--- config.mk ---
export PLATFORM = sky130hd
export DESIGN_NAME = debounce_botoes
export DESIGN_NICKNAME = d
export VERILOG_FILES = /design/src/rtl/debounce_botoes_pkg.sv /design/src/rtl/debounce_botoes_canal.sv /design/src/rtl/debounce_botoes.sv
export SDC_FILE = /design/constraint.sdc
export NUM_CORES = 1
export LEC_CHECK = 0
export ABC_AREA = 1
export BUFFER_PORTS_ARGS = -buffer_cell sky130_fd_sc_hd__buf_2
export CELL_PAD_IN_SITES_DETAIL_PLACEMENT = 1
export CELL_PAD_IN_SITES_GLOBAL_PLACEMENT = 1
export CORE_ASPECT_RATIO = 0.75
export CORE_UTILIZATION = 45
export DETAILED_ROUTE_END_ITERATION = 10
export GPL_ROUTABILITY_DRIVEN = 0
export PLACE_DENSITY = 0.85
export SYNTH_ARGS = -nofsm -noshare
export SYNTH_HDL_FRONTEND = slang
export SYNTH_SLANG_ARGS = --single-unit
--- constraint.sdc ---
create_clock -name clk -period 1.8 [get_ports clk]
set_input_delay 0.27 -clock clk [delete_from_list [all_inputs] [get_ports clk]]
set_output_delay 0.27 -clock clk [all_outputs]
set_load 0.01 [all_outputs]
--- src/rtl/debounce_botoes_pkg.sv ---
// Shared constants for the stopwatch button conditioning stage.
//   IDX_CONTA / IDX_PAUSA / IDX_PARA : bit positions of each button in the
//                                      3-bit channel vectors ({para, pausa, conta}).
//   DEBOUNCE_50MHZ                   : 20 ms worth of 50 MHz clock cycles.
package debounce_botoes_pkg;

  localparam int NUM_BOTOES     = 3;
  localparam int IDX_CONTA      = 0;
  localparam int IDX_PAUSA      = 1;
  localparam int IDX_PARA       = 2;
  localparam int DEBOUNCE_50MHZ = 1000000;

  // Counter width able to hold 0 .. debounce-1.
  function automatic int cnt_width(input int debounce);
    return (debounce > 2) ? $clog2(debounce) : 1;
  endfunction

endpackage

--- src/rtl/debounce_botoes_canal.sv ---
// One debounced button channel.
//   clk     : system clock
//   reset   : asynchronous, active-low reset
//   n_in    : normalised raw button (1 = pressed), asynchronous to clk
//   estavel : debounced level (1 = pressed), resets to 1
//   pulso   : one-cycle registered pulse on an accepted 0->1 transition
module debounce_canal
  import debounce_botoes_pkg::*;
#(
  parameter int DEBOUNCE = DEBOUNCE_50MHZ
) (
  input  logic clk,
  input  logic reset,
  input  logic n_in,
  output logic estavel,
  output logic pulso
);

  localparam int CW = cnt_width(DEBOUNCE);
  localparam logic [CW-1:0] CNT_MAX = CW'(DEBOUNCE - 1);

  logic          sync1_reg;
  logic          sync2_reg;
  logic          estavel_reg;
  logic          pulso_reg;
  logic [CW-1:0] cnt_reg;

  // Everything resets to "pressed" so a button held through reset release
  // never looks like a fresh press.
  always_ff @(posedge clk or negedge reset) begin
    if (!reset) begin
      sync1_reg   <= 1'b1;
      sync2_reg   <= 1'b1;
      estavel_reg <= 1'b1;
      pulso_reg   <= 1'b0;
      cnt_reg     <= '0;
    end else begin
      sync1_reg <= n_in;
      sync2_reg <= sync1_reg;
      pulso_reg <= 1'b0;
      if (sync2_reg == estavel_reg) begin
        cnt_reg <= '0;
      end else if (cnt_reg == CNT_MAX) begin
        // DEBOUNCE-th consecutive mismatched sample: accept the new level.
        // sync2 differs from estavel here, so sync2 = 1 means a 0->1 change.
        estavel_reg <= sync2_reg;
        pulso_reg   <= sync2_reg;
        cnt_reg     <= '0;
      end else begin
        cnt_reg <= cnt_reg + 1'b1;
      end
    end
  end

  assign estavel = estavel_reg;
  assign pulso   = pulso_reg;

endmodule

--- src/rtl/debounce_botoes.sv ---
// Button conditioning for the stopwatch FSM: normalises, synchronises and
// debounces the three raw buttons and issues at most one command pulse per
// cycle (priority para > pausa > conta; losers are dropped, not queued).
//   clk          : system clock (50 MHz)
//   reset        : asynchronous, active-low reset
//   btn_conta    : raw start button
//   btn_pausa    : raw pause button
//   btn_para     : raw stop button
//   conta_p      : one-cycle start command
//   pausa_p      : one-cycle pause command
//   para_p       : one-cycle stop command
//   pressionado  : debounced levels {para, pausa, conta}, 1 = pressed
module debounce_botoes
  import debounce_botoes_pkg::*;
#(
  parameter int DEBOUNCE    = DEBOUNCE_50MHZ,  // minimum 2
  parameter bit ATIVO_BAIXO = 1'b1
) (
  input  logic       clk,
  input  logic       reset,
  input  logic       btn_conta,
  input  logic       btn_pausa,
  input  logic       btn_para,
  output logic       conta_p,
  output logic       pausa_p,
  output logic       para_p,
  output logic [2:0] pressionado
);

  logic [NUM_BOTOES-1:0] raw;
  logic [NUM_BOTOES-1:0] n_norm;
  logic [NUM_BOTOES-1:0] estavel;
  logic [NUM_BOTOES-1:0] pulso;

  assign raw[IDX_CONTA] = btn_conta;
  assign raw[IDX_PAUSA] = btn_pausa;
  assign raw[IDX_PARA]  = btn_para;

  // n = 1 always means pressed, whatever the board polarity.
  assign n_norm = ATIVO_BAIXO ? ~raw : raw;

  genvar gi;
  generate
    for (gi = 0; gi < NUM_BOTOES; gi++) begin : g_canal
      debounce_canal #(
        .DEBOUNCE (DEBOUNCE)
      ) u_canal (
        .clk     (clk),
        .reset   (reset),
        .n_in    (n_norm[gi]),
        .estavel (estavel[gi]),
        .pulso   (pulso[gi])
      );
    end
  endgenerate

  // Fixed-priority arbiter over the registered channel pulses.
  always_comb begin
    para_p  = pulso[IDX_PARA];
    pausa_p = pulso[IDX_PAUSA] & ~pulso[IDX_PARA];
    conta_p = pulso[IDX_CONTA] & ~pulso[IDX_PAUSA] & ~pulso[IDX_PARA];
  end

  assign pressionado = estavel;

endmodule

# After elaboration in Yosys (flattened, before gate mapping)
# Index checks and enable logic that the tools add are counted.
[op_classes] add_sub_neg=3 eq_ne=6 mux=12 bitwise=9 n_reduce_logical=3
[ops] operator="$mux 20" count=6
[ops] operator="$add 20x1->20 const B" count=3
[ops] operator="$eq 20x20->1 const B" count=3
[ops] operator="$mux 1" count=6
[ops] operator="$reduce_and 2->1" count=3
[ops] operator="$not 1->1" count=5
[ops] operator="$and 1x1->1" count=3
[ops] operator="$eq 1x1->1" count=3
[ops] operator="$not 3->3" count=1
[totals] reg_bits=72 inputBits=5 out_inout_bits=6

# Depth between registers and ports, before layout
[depth] depth_word=3 ltp_mapped=9

# By module
# From an unflattened synthesis, not the netlist that was laid out.
[unflattened] cells_unflattened=508 area_unflattened_um2=4227.8
[by_module_without_submodules] module="debounce_canal" n_inst=3 cells_each=167 area_each_um2=1398.8 seq_area_each_um2=604.3
[by_module_without_submodules] module="debounce_botoes" n_inst=1 cells_each=7 area_each_um2=31.3 seq_area_each_um2=0.0

# Worst setup path after synthesis
# Ideal clock, no wire load.
[synth_timing] path_kind="reg2reg" startpoint="reg g_canal[2].u_canal.cnt_reg[0]" endpoint="reg g_canal[2].u_canal.cnt_reg[18]" setup_ns=0.119 arrival_time_ns=1.155 t_required_ns=1.681 slack_ns=0.527 stages_incl_launch_ff=7 period_less_slack_ns=1.273 path_cell_list="dfrtp_1 > ha_1 > nand3_2 > nor2_4 > nand3_2 > nand2_2 > nor2_1"
[synth_via] elab_chain_len=3 word_cells_on_any_way=4
[synth_rtl] element="from (decl)" line="debounce_botoes_canal.sv:26" text="logic [CW-1:0] cnt_reg;"
[synth_rtl] element="from (signal assigned)" line="debounce_botoes_canal.sv:50" text="cnt_reg <= cnt_reg + 1'b1;"
[synth_rtl] element="$add 20x1->20 / $eq 20x20->1 (equally long branches)" line="debounce_botoes_canal.sv:50, debounce_botoes_canal.sv:43"
[synth_rtl] element="$mux 20 *" line="debounce_botoes_canal.sv:43" text="end else if (cnt_reg == CNT_MAX) begin"
[synth_rtl] element="$mux 20 *" line="debounce_botoes_canal.sv:41" text="if (sync2_reg == estavel_reg) begin"
# Mark *: on every way between the ends. The rest lies on a longest branch, timed or not.
# A chain may end at the register's enable or synchronous reset.

# Worst setup path after layout
[layout_timing] startpoint="reg g_canal[1].u_canal.estavel_reg" endpoint="reg g_canal[1].u_canal.cnt_reg[15]"
[layout_via] elab_chain_len=2
[layout_rtl] element="from (decl)" line="debounce_botoes_canal.sv:24" text="logic estavel_reg;"
[layout_rtl] element="from (signal assigned)" line="debounce_botoes_canal.sv:46" text="estavel_reg <= sync2_reg;"
[layout_rtl] element="$eq 1x1->1" line="debounce_botoes_canal.sv:41"
[layout_rtl] element="$mux 20" line="debounce_botoes_canal.sv:41"
[layout_rtl] element="to (signal assigned)" line="debounce_botoes_canal.sv:50"
[layout_rtl] element="to (decl)" line="debounce_botoes_canal.sv:26"
# Every way passes these cells.

==> metrics list <==
- Of all nets on the critical path, the largest fanout is 9.
* Max rail drop VDD: around 0.00068 V
- Number of synthesized register bits: 72
- Setup-violating endpoint count in the final report: 0
* Required arrival time at the worst endpoint: about 2.1 ns
* Final setup skew: approximately 0.0049 ns
- The multi-input combinational cells in the finished layout cover a total of ~1900 um2.
- Of the cells placed in the final design, the portion with a size suffix greater than 1 is 0.146.
- After detailed routing, the average wire length per cell comes to roughly 17 um.
- For this run the aggregate overflow at the end of global routing stands at 0.
- The internal power of the cells totals roughly 2.7 mW.
- For this design the total switching power over the nets is about 0.76 mW.
- Number of resized instances in the post-cts repair step: 0
- The synthesized netlist occupies a cell area of 3900 um2.
- From bottom edge to top edge, the die measures roughly 83 um.
* Class of the tightest hold or removal check: in -> reg
- For this run, the top clock speed supported by timing is approximately 640 MHz.
* Clk pin slew, worst setup/hold paths: 0.06 ns
- Initial DRT Pass Iterations: 4
- The share of the synthesized area in compound gates (AO/OA/AOI/OAI) came to 0.0269.
- Number of placement rows: 29
- Initial antenna violation count: 0
- Across all register-to-register paths, the minimum setup slack is 0.24 ns.
- Of the total synthesized cell area, the portion taken by XOR and XNOR cells is 0.0802.
- Summed over all nets, the half-perimeter wirelength after detailed placement is around 7700 um.
- The register with the most flip-flops in the layout has 60 of them.
* Number of nets in the final layout: about 520
- For the pin with the worst max-slew slack, the measured transition is 0.635 ns.
- The count of endpoints failing hold in the final timing report came to 0.
- Register area share after synthesis: 0.465
- STA puts the critical path data arrival time at 1.83 ns.
- First-pass GRT wire length: 17200 um
- The number of slew-limit violations in the final report is 0.
* Arithmetic-cell share of the synthesized area counting full adders, half adders and majority gates: 0.00962
- Number of buffers on the longest clock path: 2
- The initial utilization of the core area, before any placement, comes to 0.463.
* Portion of the clock cycle consumed by the worst path in the final layout: 0.869
* Max-cap violation count: 0
* Synthesized Nets: about 500
- Endpoint of the most critical register-to-register path: g_canal[1].u_canal.cnt_reg[15]
- In this run, distinct cell masters in the synthesized netlist total 26.
- Net switching fraction of the power: 0.224
- Following the worst setup path forward leads to its endpoint at g_canal[1].u_canal.cnt_reg[15].
- Reg power frac: 0.488
- Fillers: 1040
- Mux share of post-synthesis cell area: 0
- In the global route stage, overall resource usage came out at 0.258.
* Total of buffers placed on input and output ports: 10
- Once detail routing completed, the nets flagged for antenna violations numbered 0.
* Comb power frac: 0.035
- Clock latency on the worst-skew pair, taken at its later pin, is about 0.34 ns.
* Root buffer cell: sky130_fd_sc_hd__clkbuf_16
* Cell taking the most area after synthesis: sky130_fd_sc_hd__dfrtp_1
- Summed over all failing endpoints, the final setup total negative slack is 0 ns.
* Worst max-slew margin expressed relative to the limit: 0.575
* Area taken by flip-flops and latches: 1810 um2
- TritonCTS built the clock tree.
- Synth async-reset ratio: 1.00
- Entering global routing, the biggest net connects 32 pins.
- Dominant cells by area after synthesis: sky130_fd_sc_hd__dfrtp_1, sky130_fd_sc_hd__nor2_1, sky130_fd_sc_hd__nand2_1
* Mean number of vias per cell: about 5.3
- The core region is 8420 um2.
- The worst setup path is launched from a register.
- Clock tree sinks: 72
* Die ar.: roughly 9000 um2
- Warnings, synthesis: 0
- After detailed routing, the number of remaining DRC violations is 0.
- Most common flop cell mapped by yosys: sky130_fd_sc_hd__dfrtp_1
- CP endpoint kind: register
- From synthesis to final layout, the design area changed by 11.7%.
- Unrepaired setup endpoints after global routing: false
* Number of CTS-inserted buffers: 9
- By startpoint and endpoint, the worst setup path is classified as reg -> reg.
- The finished layout holds about 630 standard cells, fillers aside.
- Of the total synthesized cell area, the portion taken by AND, OR, NAND and NOR gates is 0.362.
* Initial detailed-routing violation count: about 180
* Portion of synthesized cell area occupied by the leading cell type: 0.404
- Die W: between 100 and 150 um
- A synthesized cell averages 7.90 um2.
* Power density cells: 785 nW/um2
* Post-Syn Instances: approximately 490
- The worst register-to-register path begins at g_canal[1].u_canal.estavel.
- Worst R2R Path Depth: 3
* N_diodes: 0
- Status: finished, final reports clean
- Most frequent cells after synthesis: sky130_fd_sc_hd__nor2_1, sky130_fd_sc_hd__nand2_1, sky130_fd_sc_hd__dfrtp_1
- The analysis attributes to cell leakage a power of approximately 1.9 nW.
- In this run the worst setup path begins at g_canal[1].u_canal.estavel.
- Number of primary I/O pins: 11
* Combinational family with the most area after synthesis: simple AND/OR/NAND/NOR gates
* Total wire length: ~11000 um
- Counting flops with a built-in enable in the synthesized netlist gives 0.
- Total vias in the final route: about 3300
- Tmin final: roughly 1.6 ns
- Fraction of power consumed by the clock network: 0.477
- The via count of the first global-routing pass was 3437.
- Most frequent cell after synthesis: sky130_fd_sc_hd__nor2_1
* H-tree levels: 3
* Number of instances in the placed design: between 600 and 700
how the worst min path moves through the flow:
stage / slack (ns) / from / end / cells after the start
floorplan: -0.03 / reset / g_canal[0].u_canal.cnt_reg[0] / 0
global placement: 0.24 / reset / g_canal[1].u_canal.cnt_reg[1] / 1
detailed placement: 0.24 / reset / g_canal[1].u_canal.cnt_reg[5] / 1
CTS: 0.03 / btn_conta / g_canal[0].u_canal.sync1_reg / 2
global route: 0.03 / btn_para / g_canal[2].u_canal.sync1_reg / 2
finish: 0.04 / btn_para / g_canal[2].u_canal.sync1_reg / 2
worst max-delay path: stages, from the launching register on:
cell and delay [ns]:
sky130_fd_sc_hd__dfstp_2 0.56, sky130_fd_sc_hd__xor2_1 0.53, sky130_fd_sc_hd__inv_2 0.22, sky130_fd_sc_hd__nor2_1 0.17
cells by family (layout without fill, tap and decap cells):
family,count (synthesis),in the layout
AO/OA/AOI/OAI,19,19
flip-flops,72,72
adder cells (fa/ha/maj),3,3
buffers and inverters,55,81
AND/OR/NAND/NOR,311,311
XOR/XNOR,34,34
repair_timing:
action | in CTS | in global routing
hold endpoints to repair | 25 | 0
setup buffers | 0 | 0
hold buffers | 1 | 0
per-stage QoR:
stage	total power, mW	worst slack [ns]	hold WS, ns	utilization	instance area (um2)
3_3_place_gp	1.81	0.323	0.238	0.485	4080
5_1_grt	3.55	0.118	0.0349	0.518	4360
4_1_cts	3.47	0.195	0.0271	0.518	4360
3_5_place_dp	1.82	0.235	0.240	0.485	4080
2_1_floorplan	1.75	0.527	-0.0256	-	3900
6_report	3.42	0.236	0.0381	0.518	4360
power by group through the flow:
stage / registers, mW / clock network [mW] / logic [mW]
6_report: 1.67 / 1.63 / 0.120
5_1_grt: 1.67 / 1.74 / 0.138
4_1_cts: 1.67 / 1.67 / 0.123
3_5_place_dp: 1.70 / 0 / 0.120
3_3_place_gp: 1.69 / 0 / 0.115
2_1_floorplan: 1.69 / 0 / 0.0579
metal layers:
layer  wire length [um]  up-vias  track usage
li1                   -     1591            -
met1               5120     1644        0.347
met2               4830       66        0.406
met3                398       11       0.0628
met4                152        0       0.0960
met5                  0        -            0
cell type report:
cell class,instances,area share
repair buffers,14,0.0195
multi-input cells,367,0.429
flip-flops and latches,72,0.416
clock buffers,15,0.0592
well taps,108,0.0310
inverters,51,0.0439
clock inverters,1,0.00115
cell usage in the layout, fill, tap and decap left out, types with 11 or more instances in the layout:
cell,instances
sky130_fd_sc_hd__nand2_2,12
sky130_fd_sc_hd__dfrtp_1,63
sky130_fd_sc_hd__nor2_2,14
sky130_fd_sc_hd__xnor2_1,11
sky130_fd_sc_hd__nand4_1,11
sky130_fd_sc_hd__nand2_1,89
sky130_fd_sc_hd__xor2_1,21
sky130_fd_sc_hd__nor2_1,120
sky130_fd_sc_hd__inv_1,48
sky130_fd_sc_hd__nand3_1,41
Power figures use the tool's default switching activity.
